`src/rtl/rr_sched_pkg.sv`:
```
// Shared types and defaults for the round-robin scheduler.
// Holds the FSM state encoding, the default sizes and the index-width helper.
package rr_sched_pkg;

  localparam int DEF_NREQ     = 4;
  localparam int DEF_MAX_HOLD = 16;

  typedef enum logic [1:0] {
    IDLE = 2'd0,
    BUSY = 2'd1,
    GAP  = 2'd2
  } state_t;

  // Width of an index into n items; never less than one bit.
  function automatic int idx_w(input int n);
    return (n < 2) ? 1 : $clog2(n);
  endfunction

endpackage

```
`src/rtl/rr_pick.sv`:
```
// Rotate-priority picker: first set request at or after ptr, wrapping.
// pick_id is 0 and pick is all-zero when no request is set.
module rr_pick
  import rr_sched_pkg::*;
#(
  parameter int NREQ = DEF_NREQ,
  parameter int IW   = idx_w(NREQ)
) (
  input  logic [NREQ-1:0] req,
  input  logic [IW-1:0]   ptr,
  output logic [NREQ-1:0] pick,
  output logic [IW-1:0]   pick_id,
  output logic            any
);

  logic [IW-1:0] idx;

  always_comb begin
    pick    = '0;
    pick_id = '0;
    any     = 1'b0;
    idx     = '0;
    for (int i = 0; i < NREQ; i++) begin
      idx = IW'((int'(ptr) + i) % NREQ);
      if (!any && req[idx]) begin
        any       = 1'b1;
        pick[idx] = 1'b1;
        pick_id   = idx;
      end
    end
  end

endmodule

```
`src/rtl/rr_sched.sv`:
```
// Round-robin scheduler with a hold-time watchdog sharing one resource.
// FSM: IDLE arbitrates, BUSY holds the grant, GAP forces one dead cycle.
module rr_sched
  import rr_sched_pkg::*;
#(
  parameter int NREQ     = DEF_NREQ,
  parameter int MAX_HOLD = DEF_MAX_HOLD
) (
  input  logic                     clk,
  input  logic                     rst_n,
  input  logic [NREQ-1:0]          req,
  input  logic [NREQ-1:0]          done,
  output logic [NREQ-1:0]          gnt,
  output logic [idx_w(NREQ)-1:0]   gnt_id,
  output logic                     busy,
  output logic                     timeout
);

  localparam int IW = idx_w(NREQ);
  localparam int HW = idx_w(MAX_HOLD);
  localparam logic [IW-1:0] LAST_ID  = IW'(NREQ - 1);
  localparam logic [HW-1:0] HCNT_MAX = HW'(MAX_HOLD - 1);

  state_t          state, state_nxt;
  logic [IW-1:0]   ptr, ptr_nxt;
  logic [HW-1:0]   hcnt, hcnt_nxt;
  logic [NREQ-1:0] gnt_nxt;
  logic [IW-1:0]   gnt_id_nxt;
  logic            busy_nxt, timeout_nxt;
  logic            rel, hold_exp;

  logic [NREQ-1:0] pick;
  logic [IW-1:0]   pick_id;
  logic            any;

  rr_pick #(.NREQ(NREQ), .IW(IW)) u_pick (
    .req     (req),
    .ptr     (ptr),
    .pick    (pick),
    .pick_id (pick_id),
    .any     (any)
  );

  always_ff @(posedge clk or negedge rst_n) begin
    if (!rst_n) begin
      state   <= IDLE;
      ptr     <= '0;
      hcnt    <= '0;
      gnt     <= '0;
      gnt_id  <= '0;
      busy    <= 1'b0;
      timeout <= 1'b0;
    end else begin
      state   <= state_nxt;
      ptr     <= ptr_nxt;
      hcnt    <= hcnt_nxt;
      gnt     <= gnt_nxt;
      gnt_id  <= gnt_id_nxt;
      busy    <= busy_nxt;
      timeout <= timeout_nxt;
    end
  end

  always_comb begin
    state_nxt   = state;
    ptr_nxt     = ptr;
    hcnt_nxt    = hcnt;
    gnt_nxt     = gnt;
    gnt_id_nxt  = gnt_id;
    busy_nxt    = busy;
    timeout_nxt = 1'b0;
    rel         = done[gnt_id] || !req[gnt_id];
    hold_exp    = (hcnt == HCNT_MAX);

    case (state)
      IDLE: begin
        if (any) begin
          gnt_nxt    = pick;
          gnt_id_nxt = pick_id;
          busy_nxt   = 1'b1;
          hcnt_nxt   = '0;
          state_nxt  = BUSY;
        end
      end
      BUSY: begin
        if (rel || hold_exp) begin
          gnt_nxt     = '0;
          gnt_id_nxt  = '0;
          busy_nxt    = 1'b0;
          ptr_nxt     = (gnt_id == LAST_ID) ? '0 : gnt_id + 1'b1;
          // A release in the expiry cycle wins over the watchdog.
          timeout_nxt = !rel;
          state_nxt   = GAP;
        end else begin
          hcnt_nxt = hcnt + 1'b1;
        end
      end
      GAP: state_nxt = IDLE;
      default: begin
        state_nxt  = IDLE;
        gnt_nxt    = '0;
        gnt_id_nxt = '0;
        busy_nxt   = 1'b0;
      end
    endcase
  end

endmodule

```
`config.mk`:
```
export PLATFORM = sky130hd
export DESIGN_NAME = rr_sched
export DESIGN_NICKNAME = d
export VERILOG_FILES = /design/src/rtl/rr_sched_pkg.sv /design/src/rtl/rr_pick.sv /design/src/rtl/rr_sched.sv
export SDC_FILE = /design/constraint.sdc
export NUM_CORES = 1
export LEC_CHECK = 0
export ABC_CLOCK_PERIOD_IN_PS = 2500
export CORE_MARGIN = 4
export CORE_UTILIZATION = 45
export CTS_CLUSTER_SIZE = 20
export DETAILED_ROUTE_END_ITERATION = 8
export GPL_ROUTABILITY_DRIVEN = 0
export PLACE_DENSITY = 0.81
export SYNTH_ARGS = -nofsm -noshare
export SYNTH_HDL_FRONTEND = slang
export SYNTH_SLANG_ARGS = --single-unit
```
`constraint.sdc`:
```
create_clock -name clk -period 2.5 [get_ports clk]
set_clock_uncertainty 0.05 [all_clocks]
set_input_delay 0.5 -clock clk [delete_from_list [all_inputs] [get_ports clk]]
set_output_delay 0.5 -clock clk [all_outputs]
set_load 0.1 [all_outputs]
```
# [After elaboration in Yosys (flattened, before gate mapping)]
# Index checks and enable logic that the tools add are counted.
[classes] addsub=5 eq_ne=7 muxes=50 magnitude_cmp=9 n_reduce_logical=20 n_bitwise=4
[op_table] operator="4-bit 2-to-1 mux" n=8
[op_table] operator="1-bit 2-to-1 mux" n=18
[op_table] operator="2-bit 2-to-1 mux" n=9
[op_table] operator="2-bit by 3-bit less-than comparator with 1-bit output, second input constant" n=5
[op_table] operator="1-bit binary-select mux with 2-bit select" n=6
[op_table] operator="4-bit OR" n=3
[op_table] operator="4-bit case mux with 3 select lines" n=1
[op_table] operator="1-bit demux with 2-bit select" n=4
[op_table] operator="2-bit by 1-bit greater-or-equal comparator with 1-bit output, second input constant" n=4
[op_table] operator="4-bit case mux with 2 select lines" n=1
[op_table] operator="1-bit logical AND" n=7
[op_table] operator="2-bit inequality test, second input constant" n=3
[op_table] operator="2-bit case mux with 3 select lines" n=1
[op_table] operator="3-bit AND reduction" n=2
[op_table] operator="1-bit logical NOT" n=5
[op_table] operator="2-bit by 1-bit adder with 2-bit output, second input constant" n=2
[op_table] operator="2-bit adder, second input constant" n=2
[op_table] operator="4-bit by 1-bit adder with 4-bit output, second input constant" n=1
[op_table] operator="2-bit == test, second input constant" n=2
[op_table] operator="4-bit == test, second input constant" n=1
[op_table] operator="2-bit case mux with 2 select lines" n=1
[op_table] operator="2-bit AND reduction" n=2
[op_table] operator="1-bit case mux with 3 select lines" n=1
[op_table] operator="2-bit by 1-bit == test with 1-bit output, second input constant" n=1
[op_table] operator="4 further kinds" n=5
[word_totals] inputBits=10 reg_bits=16

# [Depth between registers and ports, before layout]
[logic_depth] ltp_word=14 mapped_depth=8 depth_no_buf=7

# [Hierarchy]
# Synthesis repeated with hierarchy kept, for this count alone.
[hier_totals] hier_cells=118 area_unflattened_um2=1229.9
[by_module_without_submodules] mod="rr_sched" seq_area_each_um2=400.4 cells_per_inst=73 area_each_um2=810.8 instances=1
[by_module_without_submodules] mod="rr_pick" seq_area_each_um2=0.0 cells_per_inst=45 area_each_um2=419.2 instances=1

# [Worst setup path after synthesis]
# Ideal clock, no wire load.
[synth_timing] path_type="register to register" start="reg ptr[0]" end="reg gnt_id[1]" path_stages_with_launch=9 arrival_ns=2.401 setup_time_ns=0.123 setup_slack_ns=-0.074 required_ns=2.327 synth_period_minus_slack_ns=2.574 path_buffers=1 path_cell_list="dfrtp_1 > buf_2 > inv_2 > ha_1 > or4_4 > o32ai_4 > or2_2 > o2111ai_1 > a32o_1"
[synth_via] elab_chain_len=14 elab_cells_between_ends=29
[synth_rtl] item="from (decl)" line_no="rr_sched.sv:25" source="logic [IW-1:0] ptr, ptr_nxt;"
[synth_rtl] item="from (signal assigned)" line_no="rr_sched.sv:55" source="ptr <= ptr_nxt;"
[synth_rtl] item="parallel branches: the longest is 14 deep, another holds 2-bit by 1-bit adder with 2-bit output"
[synth_rtl] item="to (signal assigned)" line_no="rr_sched.sv:58" source="gnt_id <= gnt_id_nxt;"
[synth_rtl] item="to (decl)" line_no="rr_sched.sv:14" source="output logic [idx_w(NREQ)-1:0] gnt_id,"
# Parallel ways; which one is timed is not known. The select of a mux whose other input is x is not followed.
# A chain may end at the register's enable or synchronous reset.

# [Worst setup path after layout]
[layout_timing] start="reg ptr[1]" end="reg gnt[2]"
[layout_via] elab_chain_len=14 elab_cells_between_ends=52
[layout_rtl] item="parallel branches: the longest is 14 deep, another holds 2-bit by 3-bit less-than comparator with 1-bit output"
[layout_rtl] item="to (signal assigned)" line_no="rr_sched.sv:57" source="gnt <= gnt_nxt;"
[layout_rtl] item="to (decl)" line_no="rr_sched.sv:13" source="output logic [NREQ-1:0] gnt,"
# Parallel ways; which one is timed is not known. The select of a mux whose other input is x is not followed.

==> results summary <==
The layout overhead on the synthesized area came out at 23.3%. The cell count after placement came out at 169. After Yosys synthesis, XOR and XNOR cells account for 0.715% of the synthesized area. The simple-gate share of the synthesized area is 17.9%. Among all stages on the critical path, the largest delay is contributed by mux4_2. Wire segments on met2 add up to 1.32 mm in the final route. After synthesis, flip-flops and latches occupy 32.7% of the total area. Summed over all cells, the static leakage comes to 0.000666 uW. The overflow left after global routing is 0. The total of endpoints with negative setup slack in the final report is 0. Max-cap violations in this run came to 0.

The design area came out at 0.00151 sq mm. The initial antenna violation count is 0. The starting density of the core came out at 48.1%.

On the critical path the largest part of the delay comes from multiplexers. The antenna diode count is 0. The number of instances in the synthesized netlist is 115.

The TritonCTS clock tree is yes. The tightest slew margin relative to the limit came out at 52.0%. The number of buffers added by the clock tree synthesis step came out at 3. The instance area after placement is 0.00147 sq mm. The floorplan die height is 60.2 um. Wires add up to 2.70 mm. Timing would allow up to 428 MHz. The quantity of gates resized following cts came out at 0. The post-route netlist has 29.4% of its cells at a drive strength greater than 1. In this design, the stage delay of the slowest critical-path cell is 620 ps.

For flop-to-flop paths, the worst setup slack is 170 ps. The wire length per cell after detailed routing is 15.6 um. Summing the areas of all compound-gate instances in the mapped netlist gives 21.1% of the synthesized area. The kind of critical path is reg2reg.

The remaining number of nets flagged by the antenna check after routing is 0. The power per standard cell area is 1330 mW/mm^2. The portion of netlist area occupied by mux cells is 13.8%. The library cell used most frequently in the layout, excluding fill and tap cells, is buf_4.

The overall routing resource usage is 17.7%. The maximum number of pins on one net before global-route repair is 18. The worst setup path is captured at a register. The signal on the critical path passes through inv_1 -> ha_1 -> mux4_2 -> nor2b_1 -> a22oi_1 -> a21oi_1 -> nand2b_1. The adder-cell area share of the yosys netlist came out at 9.19%.

The post-route fraction of the period consumed by the critical path is 93.4%. The sort of element at the start of the critical path is a register. The number of ports placed on the die boundary came out at 18.

Clock tree synthesis found a total of 16 sinks. In the final design database the tool counted 163 nets. Setup repair after global routing left no endpoint under its margin. The data arrival time of the critical path is 2510 ps. The hold violation count in the final report came to 0. The worst-case clock buffer depth is 2. The minimum clock period after layout is 2330 ps. The total area inside the core boundary comes to 0.00254 sq mm. The met3 wire length came out at 177 um. The maximum level of the CTS H-tree came out at 1. The number of setup buffers added after CTS is 0. The full die area came out at 0.00362 sq mm. The largest family of logic cells by synthesized area is compound AO/OA/AOI/OAI gates. Leaving out fill and tap cells, the most frequent cells in the layout are buf_4, dfrtp_1, nand2b_1. For this run, design rule violations remaining after detail routing come to 0.

When the netlist entered floorplanning its net count stood at 134. The cell row count is 18. Detailed placement finished with a half-perimeter wire length of 2.11 mm. The synthesized area is 0.00122 sq mm. After detailed routing, the wire length on met1 is 1.17 mm.

The detailed-route vias per instance came out at 5.98. The width of the die came out at 60.2 um. The number of design-rule violations left by the first detailed-router iteration is 35. For this run, the leading register cell type out of synthesis is dfrtp_1. The worst hold path belongs to the class reg2reg. The count of buffers added on input and output ports is 17. The share of synthesized registers carrying an async set or reset is 100%. The number of slew-limit violations in the final report is 0. The measured slew at the worst slew-check pin came out at 718 ps. The total number of vias is 1034.

The synthesized design contains 0 enable-type register cells. The data required time at the worst endpoint is 2680 ps. The hold-fix buffer count after cts is 0. The maximum resistive drop on vdd is 1.07 mV. The source-to-sink clock delay at the later pin of the worst-skew pair is 290 ps. The clock-pin transition on the worst setup and hold timing paths is 90 ps.

The final cell count without fillers came out at 173. The first-pass GRT wire length is 4.77 mm. The number of storage elements in the synthesis netlist is 16. The flow ran to the end, and the final reports show no timing, DRC or antenna violations.

The number of distinct library cells after synthesis is 43. In this run the worst path has a maximum fanout of 8. Signal routing reaches up to met4. Setup total negative slack on the finished layout was measured at 0 ps. Each instance of the synthesized netlist takes up on average 10.7 sq um. The clock tree root buffer cell is clkbuf_4. The via count of the first global-routing pass came to 1076. The number of detailed-routing iterations run before antenna repair is 4. The count of buffer and inverter cells on the critical path came out at 1. The number of inserted filler cells in the final layout came out at 221.

During synthesis, Yosys emitted a total of 0 warnings.
## state kept, by name, summed over array words and instances, names as in the netlist
name,count
busy,1
gnt_id,2
gnt,4
timeout,1
ptr,2
hcnt,4
state,2
## kinds of logic after synthesis
group	Yosys count
AO/OA/AOI/OAI	32
XOR/XNOR	1
AND/OR/NAND/NOR	35
flip-flops	16
adder cells (fa/ha/maj)	9
multiplexers	11
buffers and inverters	11
## area by class of cell
type	count	area [sq um]	share of cell area (%)
multi-input combinational	88	768	50.9
sequential	16	402	26.6
timing repair buffer	30	248	16.4
tap	30	37.5	2.49
clock buffer	4	36.3	2.40
inverter	5	18.8	1.24
## where the power goes
part	switching (uW)	internal, uW	total (uW)
Sequential	92.1	356	448
Clock	80.8	88.7	170
Combinational	850	541	1390
Total	1020	985	2010
## cells in the mapped netlist (2+ instances only)
| library cell | count | area (sq um) |
|---|---|---|
| or2_2 | 2 | 12.5 |
| o21a_1 | 2 | 15.0 |
| mux2_1 | 2 | 22.5 |
| a32oi_1 | 4 | 35.0 |
| dfrtp_1 | 16 | 400 |
| a22oi_1 | 4 | 30.0 |
| nand2_1 | 4 | 15.0 |
| o21ai_0 | 5 | 25.0 |
| ha_1 | 9 | 113 |
| mux4_2 | 4 | 90.1 |
| nor3b_1 | 3 | 22.5 |
| nand2b_1 | 12 | 75.1 |
| mux2_2 | 2 | 22.5 |
| mux2i_1 | 2 | 20.0 |
| inv_2 | 2 | 7.51 |
| a21oi_1 | 6 | 30.0 |
| nor2b_1 | 2 | 12.5 |
| inv_1 | 3 | 11.3 |
| nor2_1 | 5 | 18.8 |
| buf_2 | 3 | 15.0 |
## layer usage
layer,track usage (%),up-vias
met3,4.54,7
met1,22.8,506
met5,0,-
met4,5.70,0
met2,28.9,35
li1,-,486
## worst paths after layout
path,startpoint,to,cells after the start
setup / recovery,ptr[1],gnt[2],7
hold / removal,hcnt[3],hcnt[3],1
setup reg to reg,ptr[1],gnt[2],7
min in group asynchronous,rst_n,gnt_id[0],1
max in group asynchronous,rst_n,ptr[0],1
hold reg to reg,hcnt[3],hcnt[3],1
## per-stage QoR
step	setup WS [ps]	util, %	power [uW]	hold slack [ps]
after floorplan	50.0	-	1490	154
after global placement	21.6	57.9	1810	411
after detailed placement	-23.9	57.9	1840	426
after CTS	165	59.3	2020	439
after global routing	27.1	59.3	2170	462
final	165	59.3	2010	436
No activity file was read; power rests on OpenSTA's default activity.
